==> src/rtl/cpu_pkg.sv <==
`timescale 1ns/1ps
// Shared CPU definitions: interrupt FSM states and default datapath widths.
package cpu_pkg;

  localparam int DEFAULT_WIDTH   = 16;
  localparam int DEFAULT_INDEX_W = 4;

  typedef enum logic [1:0] {
    IDLE,
    TAKE,
    SERVICE,
    RETURN
  } irq_state_t;

endpackage

==> src/rtl/irq_priority_encoder.sv <==
`timescale 1ns/1ps
// Lowest-set-bit priority encoder: channel 0 has the highest priority.
module irq_priority_encoder #(
  parameter int CHANNELS = 8,
  parameter int INDEX_W  = 4
) (
  input  logic [CHANNELS-1:0] req,
  output logic [INDEX_W-1:0]  index,
  output logic                valid
);

  // Scan from the top down so the lowest set bit is the last one written.
  always_comb begin
    index = '0;
    for (int i = CHANNELS - 1; i >= 0; i--) begin
      if (req[i]) index = INDEX_W'(i);
    end
  end

  assign valid = |req;

endmodule

==> src/rtl/interrupt_controller.sv <==
`timescale 1ns/1ps
// Interrupt controller: edge-latched hardware channels with a mask, a one-deep
// software request slot, and a take/service/return sequencer that redirects
// fetch to the vector on entry and back to the saved PC/IR on return.
module interrupt_controller
  import cpu_pkg::*;
#(
  parameter int               WIDTH         = DEFAULT_WIDTH,
  parameter int               CHANNELS      = 8,
  parameter int               INDEX_W       = DEFAULT_INDEX_W,
  parameter logic [WIDTH-1:0] VECTOR_BASE   = 16'h0004,
  parameter int               VECTOR_STRIDE = 2
) (
  input  logic                clk,
  input  logic                rst,
  input  logic [CHANNELS-1:0] hwIrq,
  input  logic                swIrq,
  input  logic [INDEX_W-1:0]  swIndex,
  input  logic                maskWrite,
  input  logic [CHANNELS-1:0] maskData,
  input  logic                eret,
  input  logic                stall,
  input  logic [WIDTH-1:0]    normalNextPC,
  input  logic [WIDTH-1:0]    fetchIR,
  output logic                interruptOccurs,
  output logic [WIDTH-1:0]    redirectPC,
  output logic [WIDTH-1:0]    savedIR,
  output logic [INDEX_W-1:0]  activeIndex,
  output logic [CHANNELS-1:0] pending,
  output logic                inService
);

  irq_state_t          state;
  logic [CHANNELS-1:0] hwPrev;
  logic [CHANNELS-1:0] mask;
  logic                swPending;
  logic [INDEX_W-1:0]  swIdx;
  logic                takenSw;
  logic [WIDTH-1:0]    savedPC;

  logic [CHANNELS-1:0] hwRise;
  logic [CHANNELS-1:0] pendClear;
  logic                swClear;
  logic [INDEX_W-1:0]  hwIndex;
  logic                hwValid;
  logic [INDEX_W-1:0]  selIndex;
  logic                selValid;

  // Handler address for a given interrupt index, wrapping at the PC width.
  function automatic logic [WIDTH-1:0] vectorFor(input logic [INDEX_W-1:0] idx);
    return VECTOR_BASE + WIDTH'(idx) * WIDTH'(VECTOR_STRIDE);
  endfunction

  assign hwRise = hwIrq & ~hwPrev;

  irq_priority_encoder #(
    .CHANNELS (CHANNELS),
    .INDEX_W  (INDEX_W)
  ) uEncoder (
    .req   (pending & mask),
    .index (hwIndex),
    .valid (hwValid)
  );

  // Software requests always win over any enabled hardware channel.
  always_comb begin
    selValid = swPending | hwValid;
    selIndex = swPending ? swIdx : hwIndex;
  end

  // Retire the serviced request as the handler is actually entered.
  always_comb begin
    pendClear = '0;
    swClear   = 1'b0;
    if (state == TAKE && !stall) begin
      if (takenSw) begin
        swClear = 1'b1;
      end else begin
        for (int i = 0; i < CHANNELS; i++) begin
          if (INDEX_W'(i) == activeIndex) pendClear[i] = 1'b1;
        end
      end
    end
  end

  // Request latching plus the take/service/return sequencer with registered outputs.
  always_ff @(posedge clk or negedge rst) begin
    if (!rst) begin
      state           <= IDLE;
      hwPrev          <= '0;
      pending         <= '0;
      mask            <= '1;
      swPending       <= 1'b0;
      swIdx           <= '0;
      takenSw         <= 1'b0;
      savedPC         <= '0;
      savedIR         <= '0;
      activeIndex     <= '0;
      interruptOccurs <= 1'b0;
      redirectPC      <= '0;
      inService       <= 1'b0;
    end else begin
      hwPrev  <= hwIrq;
      pending <= (pending & ~pendClear) | hwRise;
      if (maskWrite) mask <= maskData;
      if (swIrq) begin
        swPending <= 1'b1;
        swIdx     <= swIndex;
      end else if (swClear) begin
        swPending <= 1'b0;
      end

      case (state)
        IDLE: begin
          if (selValid) begin
            state           <= TAKE;
            activeIndex     <= selIndex;
            takenSw         <= swPending;
            savedPC         <= normalNextPC;
            savedIR         <= fetchIR;
            redirectPC      <= vectorFor(selIndex);
            interruptOccurs <= 1'b1;
          end
        end
        TAKE: begin
          if (!stall) begin
            state           <= SERVICE;
            interruptOccurs <= 1'b0;
            inService       <= 1'b1;
          end
        end
        SERVICE: begin
          if (eret) begin
            state           <= RETURN;
            redirectPC      <= savedPC;
            interruptOccurs <= 1'b1;
          end
        end
        RETURN: begin
          if (!stall) begin
            state           <= IDLE;
            interruptOccurs <= 1'b0;
            inService       <= 1'b0;
          end
        end
        default: state <= IDLE;
      endcase
    end
  end

endmodule

==> config.mk <==
export PLATFORM = sky130hd
export DESIGN_NAME = interrupt_controller
export DESIGN_NICKNAME = d
export VERILOG_FILES = /design/src/rtl/cpu_pkg.sv /design/src/rtl/irq_priority_encoder.sv /design/src/rtl/interrupt_controller.sv
export SDC_FILE = /design/constraint.sdc
export NUM_CORES = 1
export LEC_CHECK = 0
export ABC_AREA = 1
export BUFFER_PORTS_ARGS = -buffer_cell sky130_fd_sc_hd__buf_2
export CAP_MARGIN = 20
export CORE_MARGIN = 5
export CORE_UTILIZATION = 50
export CTS_CLUSTER_DIAMETER = 60
export DETAILED_ROUTE_END_ITERATION = 8
export PLACE_DENSITY = 0.77
export SLEW_MARGIN = 20
export SYNTH_ARGS = -nofsm -noshare
export SYNTH_HDL_FRONTEND = slang
export SYNTH_SLANG_ARGS = --single-unit
==> constraint.sdc <==
create_clock -name clk -period 2.9 [get_ports clk]
set_input_delay 0.145 -clock clk [delete_from_list [all_inputs] [get_ports clk]]
set_output_delay 0.145 -clock clk [all_outputs]
set_load 0.05 [all_outputs]
==> impl_metrics.toml, run 1 <==
[status]
status = "completed"

[setup_path]
start_kind = "flop"
end_kind = "flop"
worstPathArrival_ns = 2.38
critPathKind = "flop to flop"
r2r_slack_ns = 0.81
worst_path_max_delay_cell = "dfrtp_1"
slowest_delay_ns = 0.40
crit_family = "buffers and inverters"
reg2reg_to = "redirectPC[4]"
rr_worst_depth = 11
critPathMaxFanout = 20
worstPathCellList = "inv_1 > ha_1 > buf_4 > inv_2 > or2_0 > nand2_2 > inv_2 > nand2_2 > nand2_1 > inv_1 > a21oi_2"
cp_data_required_time_ns = 3.19
r2r-start = "state[0]"
path_buf_inv = 5

[die]
ios = 104
die_w_um = 95.19
design.core.area_um2 = 7176
die_h_um = 95.19
rows = 31
die-area_um2 = 9060
initial_core_util_pct = 50.57

[cells_and_area]
fin_nets = 600
final_common_cell = "nand2_1"
antennaDiodeCount = 0
syn_to_final_growth_pct = 32.69
drive_gt1_share_pct = 28.78
stdcell_count = 641
final_cell_mix = "nand2_1, buf_2, dfrtp_1"
fillers = 585

[clocking]
clockBufferDepth = 2
tritoncts = "yes"
cts_sinks = 86
post_cts_resized = 0
cts.clk_slew.worst_paths_ns = 0.08
h-tree-depth = 3
ctsRootBufferMaster = "clkbuf_8"
clk_latency_ns = 0.36
cts_made_buffers = 9

[sta]
clock.fmax_mhz = 478.4
rsz0062_at_grt = "false"
slew_viol_final = 0
fin_crit_ns = 2.090
finalClockSkew_ns = 0.009880
slew_headroom_pct = 50.23
setup_viol = 0
fin_tns_setup_ns = 0
hold_viol_final = 0
worst_slew_pin_slew_ns = 0.7465
worst_slack_ns = 0.8096
whs_ns = 0.01766
min_period_over_period_pct = 72.08

[flow_run]
maxCapViolCount = 0

[pwr]
power_switching_w = 0.002508
switching_share_pct = 47.69
ir_drop_mv = 0.6253
clkPwrFrac_pct = 17.6
p_per_area_nw_per_um2 = 1092
sequentialPowerShare_pct = 35.7
p_int_w = 0.002751
comb_power_share_pct = 46.6
total_leakage_power_nw = 2.576

[logic_synthesis]
postSynthCellCount = 393
syn-cell-area_um2 = 3628
ys_ff_latch = 86
syn_avg_cell_area_um2 = 9.233
yosys_warnings = 0
ys_types = 29
synth_nets = 456
yosysSeqAreaShare_pct = 59.59

[grt]
grt_pass1_vias = 3176
grt_max_degree = 87
grtUsageTotal_pct = 20.73
grt-ovfl-total = 0
antenna_found_initial = 0
grt_pass1_wl_um = 14370

[drt]
wl_um = 8758
wl_per_cell_um = 13.66
drc = 0
drt_first_pass_iters = 4
dr_total_vias = 3098
drt-vias-per-instance = 4.833
drt_iter0_markers = 120
ant_nets = 0

[worst_hold_path]
hp-class = "input pin to flop"
holdPathEnd = "savedPC[5]"
whs_path_depth = 3
min-delay-start = "normalNextPC[5]"

[placed_design]
dpl_worst_slack_ns = 0.8341
place.gp.congestion = 0.7788
place_inst = 584
hpwl_um = 5761
io_buffers = 103
==> synthesized netlist by cell type, drive strengths merged <==
library cell  count  area [um2]
or2               1       6.260
buf              12       102.6
a31oi             1       6.260
a21oi             5       28.78
nand3b            1       7.510
nor2             13       58.81
inv              31       118.9
o21ai            26       133.9
clkbuf            1       3.750
mux2             11       123.9
dfstp             8       210.2
nand2           178       680.7
a21o              1       7.510
dfrtp            78        1952
o211ai            1       12.51
nand3            19       105.1
o31ai             1       7.510
ha                5       62.56
==> power groups by stage <==
stage	registers, W	clock network [W]	logic, W
floorplan	0.00271	0	0.00108
global placement	0.00188	0	0.00234
detailed placement	0.00188	0	0.00242
CTS	0.00187	0.000946	0.00246
global route	0.00192	0.00100	0.00268
finish	0.00188	0.000928	0.00245
==> worst max-delay path by stage <==
stage          slack (ns)  cells past startpoint       endpoint  startpoint
2_1_floorplan        1.31                     11  redirectPC[2]  pending[6]
3_3_place_gp         0.94                     10  redirectPC[4]    state[0]
3_5_place_dp         0.83                     11  redirectPC[4]    state[0]
4_1_cts              0.81                     11  redirectPC[4]    state[0]
5_1_grt              0.63                     11  redirectPC[1]    state[0]
6_report             0.81                     11  redirectPC[4]    state[0]
==> worst register-to-register path: stages (launching register included) <==
cell	delay, ns
dfrtp_1	0.40
inv_1	0.10
ha_1	0.20
buf_4	0.19
inv_2	0.14
or2_0	0.14
nand2_2	0.07
inv_2	0.19
nand2_2	0.30
nand2_1	0.15
inv_1	0.06
a21oi_2	0.09
==> state kept, by name, summed over array words and instances (netlist names) <==
register and count:
hwPrev 8, savedPC 16, redirectPC 16, takenSw 1, pending 8, mask 8, swIdx 4, inService 1
swPending 1, activeIndex 4, state 2, savedIR 16, interruptOccurs 1
==> cells by family after synthesis <==
logic type | synth area share [%]
compound gates | 5.414
mux | 3.414
fa+ha+maj | 1.724
buf+inv | 6.206
flops | 59.59
simple gates | 23.66
==> per-layer routing <==
| metal | track usage (%) | vias to the layer above | share of wire [%] |
|---|---|---|---|
| met5 | 0 | - | 0 |
| met4 | 7.332 | 0 | 1.5 |
| met3 | 6.077 | 13 | 7.0 |
| met2 | 34.99 | 84 | 51 |
| met1 | 25.27 | 1491 | 40 |
| li1 | - | 1510 | - |
==> timing repair <==
action | in CTS | in global routing
hold buffers | 40 | 1
buffers inserted | 0 | 0
endpoints found under the hold margin | 40 | 78
==> metrics by stage <==
stage | power, W | utilization (%) | area, um2
3_3_place_gp | 0.004229 | 58.24 | 4179
5_1_grt | 0.005608 | 67.10 | 4815
2_1_floorplan | 0.003793 | - | 3628
3_5_place_dp | 0.004300 | 58.24 | 4179
6_report | 0.005260 | 67.10 | 4815
4_1_cts | 0.005283 | 66.91 | 4801
==> cell type report <==
| class | instances | area (um2) | area share, % |
|---|---|---|---|
| Tap cell | 99 | 123.9 | 2.573 |
| Multi-Input combinational cell | 263 | 1241 | 25.78 |
| Clock inverter | 6 | 93.84 | 1.949 |
| Clock buffer | 10 | 127.6 | 2.651 |
| Inverter | 31 | 118.9 | 2.469 |
| Timing Repair Buffer | 146 | 947.2 | 19.67 |
| Sequential cell | 86 | 2162 | 44.91 |
Power figures use the tool's default switching activity.
==> run 2, diff against run 1 <==
--- a/config.mk
+++ b/config.mk
@@ -9,10 +9,10 @@
 export BUFFER_PORTS_ARGS = -buffer_cell sky130_fd_sc_hd__buf_2
 export CAP_MARGIN = 20
 export CORE_MARGIN = 5
-export CORE_UTILIZATION = 50
+export CORE_UTILIZATION = 47
 export CTS_CLUSTER_DIAMETER = 60
 export DETAILED_ROUTE_END_ITERATION = 8
-export PLACE_DENSITY = 0.77
+export PLACE_DENSITY = 0.76
 export SLEW_MARGIN = 20
 export SYNTH_ARGS = -nofsm -noshare
 export SYNTH_HDL_FRONTEND = slang
==> constraint.sdc (replaced) <==
create_clock -name clk -period 1.8 [get_ports clk]
set_input_delay 0.09 -clock clk [delete_from_list [all_inputs] [get_ports clk]]
set_output_delay 0.09 -clock clk [all_outputs]
set_load 0.05 [all_outputs]
==> impl_metrics.toml, run 2 (synthesis gave the netlist of run 1 again) <==
[worst_hold_path]
holdPathEnd = "inService"
whs_path_depth = 3
hp-class = "input pin to flop"
min-delay-start = "stall"

[drt]
wl_um = 9287
drt_first_pass_iters = 4
drt_iter0_markers = 162
drt-vias-per-instance = 4.817
dr_total_vias = 3203
wl_per_cell_um = 13.97
drc = 0
ant_nets = 0

[cells_and_area]
fin_nets = 621
final_common_cell = "nand2_1"
drive_gt1_share_pct = 29.18
largest_registers = "redirectPC (16), savedIR (16), savedPC (16)"
syn_to_final_growth_pct = 38.03
final_cell_mix = "nand2_1, buf_2, dfrtp_1"

[die]
die_w_um = 97.87
die-area_um2 = 9578
ios = 104
design.core.area_um2 = 7607
rows = 32
die_h_um = 97.87
initial_core_util_pct = 47.70

[clocking]
postCtsSetupRepairBufs = 0
cts_sinks = 86
clockBufferDepth = 2
h-tree-depth = 3
ctsRootBufferMaster = "clkbuf_8"
cts.clk_slew.worst_paths_ns = 0.08
clk_latency_ns = 0.35
tritoncts = "yes"
cts_made_buffers = 9

[setup_path]
worstPathCellList = "inv_1 > ha_1 > inv_2 > or2_0 > nand2_2 > inv_2 > buf_4 > nand2_2 > nor2_1 > a21oi_1"
rr_worst_depth = 10
crit_family = "simple AND/OR/NAND/NOR gates"
critPathKind = "flop to flop"
path_buf_inv = 4
r2r-start = "state[0]"
cp_data_required_time_ns = 2.08
critPathMaxFanout = 12
worstPathArrival_ns = 1.91
reg2reg_to = "state[1]"
worst_path_max_delay_cell = "dfrtp_1"
end_kind = "flop"
start_kind = "flop"
slowest_delay_ns = 0.42
r2r_slack_ns = 0.17

[sta]
clock.fmax_mhz = 613.6
slew_viol_final = 0
finalClockSkew_ns = 0.009534
fin_crit_ns = 1.630
slew_headroom_pct = 64.87
setup_viol = 0
hold_viol_final = 0
fin_tns_setup_ns = 0
worst_slew_pin_slew_ns = 0.5269
rsz0062_at_grt = "false"
min_period_over_period_pct = 90.54

[pwr]
finalPower_w = 0.008587
ir_drop_mv = 1.186
total_leakage_power_nw = 2.671
p_per_area_nw_per_um2 = 1714

[placed_design]
io_buffers = 103
hpwl_um = 6100
place.gp.congestion = 0.7789

[grt]
grt_pass1_wl_um = 15600
grtUsageTotal_pct = 20.20
grt-ovfl-total = 0
grt_max_degree = 43
grt_pass1_vias = 3417
antenna_found_initial = 0

[status]
status = "completed"

[flow_run]
maxCapViolCount = 0
[run 2: worst max path at each step]
stage	startpoint	endpoint	slack [ns]	cells after the start
floorplan	pending[6]	redirectPC[2]	0.21	11
global placement	state[0]	redirectPC[4]	0.15	10
detailed placement	state[0]	redirectPC[3]	0.09	10
CTS	state[0]	redirectPC[2]	0.07	10
global route	state[0]	state[1]	0.02	10
finish	state[0]	state[1]	0.17	10
[run 2: where the power goes]
part | leakage (nW) | switching [W] | total, W | internal, W
sequential | 1.01 | 0.000399 | 0.00302 | 0.00262
combinational | 1.56 | 0.00301 | 0.00415 | 0.00115
clock | 0.106 | 0.000651 | 0.00142 | 0.000767
[run 2: cell type report]
cell class	count	area, um2
Multi-Input combinational cell	263	1249
Inverter	31	118.9
Fill cell	631	2599
Clock buffer	10	127.6
Antenna cell	1	2.502
Timing Repair Buffer	167	1146
Sequential cell	86	2162
Clock inverter	5	75.07
Tap cell	102	127.6
[run 2: worst register-to-register path: stages, from the launching register on]
cell and delay, ns:
dfrtp_1 0.42, inv_1 0.12, ha_1 0.19, inv_2 0.04, or2_0 0.20, nand2_2 0.09
inv_2 0.05, buf_4 0.18, nand2_2 0.11, nor2_1 0.05, a21oi_1 0.11
[run 2: through the flow]
stage / std cells / area, um2 / setup WS, ns / util (%) / hold WS (ns)
3_5_place_dp: 595 / 4255 / 0.08921 / 55.94 / 0.1092
2_1_floorplan: 393 / 3628 / 0.2149 / - / -0.2056
5_1_grt: 664 / 5006 / 0.01997 / 65.81 / 0.06997
3_3_place_gp: 595 / 4255 / 0.1524 / 55.94 / 0.1045
6_report: 665 / 5009 / 0.1703 / 65.84 / 0.05576
4_1_cts: 664 / 4999 / 0.07004 / 65.71 / 0.04982
[run 2: per-layer routing]
metal,share of wire (%),routed length (um),GRT usage [%],vias up
met5,0,0,0,-
met4,2.8,258,7.774,0
li1,-,-,-,1548
met2,51,4721,33.56,103
met3,6.2,577,7.500,27
met1,40,3729,23.89,1525
[run 2: timing repair]
item | CTS | global route
hold buffers | 54 | 0
hold endpoints to repair | 92 | 0
resized for setup | 0 | 2
endpoints found under the setup margin | 0 | 6
==> run 3, diff against run 2 <==
--- a/config.mk
+++ b/config.mk
@@ -7,12 +7,10 @@
 export LEC_CHECK = 0
 export ABC_AREA = 1
 export BUFFER_PORTS_ARGS = -buffer_cell sky130_fd_sc_hd__buf_2
-export CAP_MARGIN = 20
 export CORE_MARGIN = 5
-export CORE_UTILIZATION = 47
+export CORE_UTILIZATION = 33
 export CTS_CLUSTER_DIAMETER = 60
 export DETAILED_ROUTE_END_ITERATION = 8
-export PLACE_DENSITY = 0.76
 export SLEW_MARGIN = 20
 export SYNTH_ARGS = -nofsm -noshare
 export SYNTH_HDL_FRONTEND = slang
==> impl_metrics.toml, run 3 (synthesis gave the netlist of run 1 again) <==
[setup_path]
critPathKind = "flop to flop"
reg2reg_to = "redirectPC[1]"
worstPathArrival_ns = 1.86
rr_worst_depth = 10
r2r_slack_ns = 0.18
end_kind = "flop"
start_kind = "flop"
cp_data_required_time_ns = 2.04
r2r-start = "state[0]"
critPathMaxFanout = 20

[worst_hold_path]
hp-class = "input pin to flop"
whs_path_depth = 2
holdPathEnd = "swPending"
min-delay-start = "swIrq"

[grt]
grt-ovfl-total = 0
grt_max_degree = 43
grt_pass1_wl_um = 15190
grtUsageTotal_pct = 14.75
antenna_found_initial = 0
grt_pass1_vias = 3200

[pwr]
ir_drop_mv = 0.8495
total_leakage_power_nw = 2.652
p_per_area_nw_per_um2 = 1682

[clocking]
clockBufferDepth = 2
clk_latency_ns = 0.35
cts.clk_slew.worst_paths_ns = 0.08
cts_sinks = 86
h-tree-depth = 3
ctsRootBufferMaster = "clkbuf_8"
postCtsSetupRepairBufs = 0
tritoncts = "yes"
cts_made_buffers = 9

[cells_and_area]
drive_gt1_share_pct = 28.98
final_common_cell = "nand2_1"
fin_nets = 617
largest_registers = "redirectPC (16), savedIR (16), savedPC (16)"
fillers = 1035
final_cell_mix = "nand2_1, buf_2, dfrtp_1"
final_area_um2 = 5024
antennaDiodeCount = 0
syn_to_final_growth_pct = 38.45
postLayoutCoreUtil_pct = 46.55

[drt]
ant_nets = 0
wl_um = 9252
wl_per_cell_um = 13.24
drt-vias-per-instance = 4.402
drt_first_pass_iters = 5
dr_total_vias = 3077
drc = 0
drt_iter0_markers = 139

[status]
status = "completed"

[die]
initial_core_util_pct = 33.62
die-area_um2 = 13190
ios = 104
rows = 38
die_h_um = 114.9
die_w_um = 114.9
design.core.area_um2 = 10790

[sta]
setup_viol = 0
slew_headroom_pct = 64.42
clock.fmax_mhz = 617.3
worst_slew_pin_slew_ns = 0.5337
rsz0062_at_grt = "false"
fin_crit_ns = 1.620
min_period_over_period_pct = 90.00
fin_tns_setup_ns = 0
slew_viol_final = 0
hold_viol_final = 0
finalClockSkew_ns = 0.009888

[placed_design]
place_area_um2 = 4280
place.gp.congestion = 0.7729
hpwl_um = 6543
io_buffers = 103

[flow_run]
maxCapViolCount = 0
==> run 3: worst max-delay path by stage <==
stage	start	endpoint	cells past startpoint
finish	state[0]	redirectPC[1]	10
global route	state[1]	pending[5]	7
CTS	state[0]	redirectPC[1]	10
detailed placement	state[0]	redirectPC[3]	10
global placement	state[0]	redirectPC[4]	10
floorplan	pending[6]	redirectPC[2]	11
==> run 3: area by class of cell <==
cell class	count	area, um2	area share (%)
flip-flops and latches	86	2162	43.04
multi-input cells	263	1249	24.86
repair buffers	163	1117	22.24
well taps	140	175.2	3.487
clock buffers	11	141.4	2.814
inverters	31	121.4	2.416
clock inverters	5	57.56	1.146
==> run 3: power breakdown <==
part / internal, W / switching [W] / leakage [nW]
logic: 0.00110 / 0.00297 / 1.54
clock network: 0.000683 / 0.000696 / 0.104
registers: 0.00262 / 0.000385 / 1.01
total: 0.00440 / 0.00405 / 2.65
==> run 3: worst max-delay path, cell delays in order, from the launching register on <==
cell and delay [ns]:
dfrtp_1 0.42, inv_1 0.12, ha_1 0.20, inv_2 0.04
or2_0 0.21, nand2_2 0.09, inv_2 0.05, nand2_4 0.20
nor2_1 0.07, nand2_1 0.08, nand2_1 0.05
==> run 3: timing repair <==
action / 4_1_cts / 5_1_grt
gates resized for setup: 0 / 5
hold endpoints to repair: 92 / 0
setup endpoints to repair: 0 / 42
hold buffers: 53 / 0
==> run 3: routing by layer <==
metal  global-route usage, %  up-vias  part of all wire, %
met5                       0        -                    0
met4                   4.695        0                  1.6
met3                   4.737       10                  6.3
met2                   24.85       80                   49
met1                   17.99     1449                   43
li1                        -     1538                    -
==> run 3: stage by stage <==
step           cells  total power, W  hold slack (ns)  worst slack [ns]
6_report         699        0.008450          0.03011            0.1800
5_1_grt          699        0.009077          0.01475         0.0002645
4_1_cts          699        0.008546          0.01534           0.01599
3_5_place_dp     630        0.007033           0.1204           0.06531
3_3_place_gp     630        0.006914           0.1106            0.1487
2_1_floorplan    393        0.006111          -0.2056            0.2149
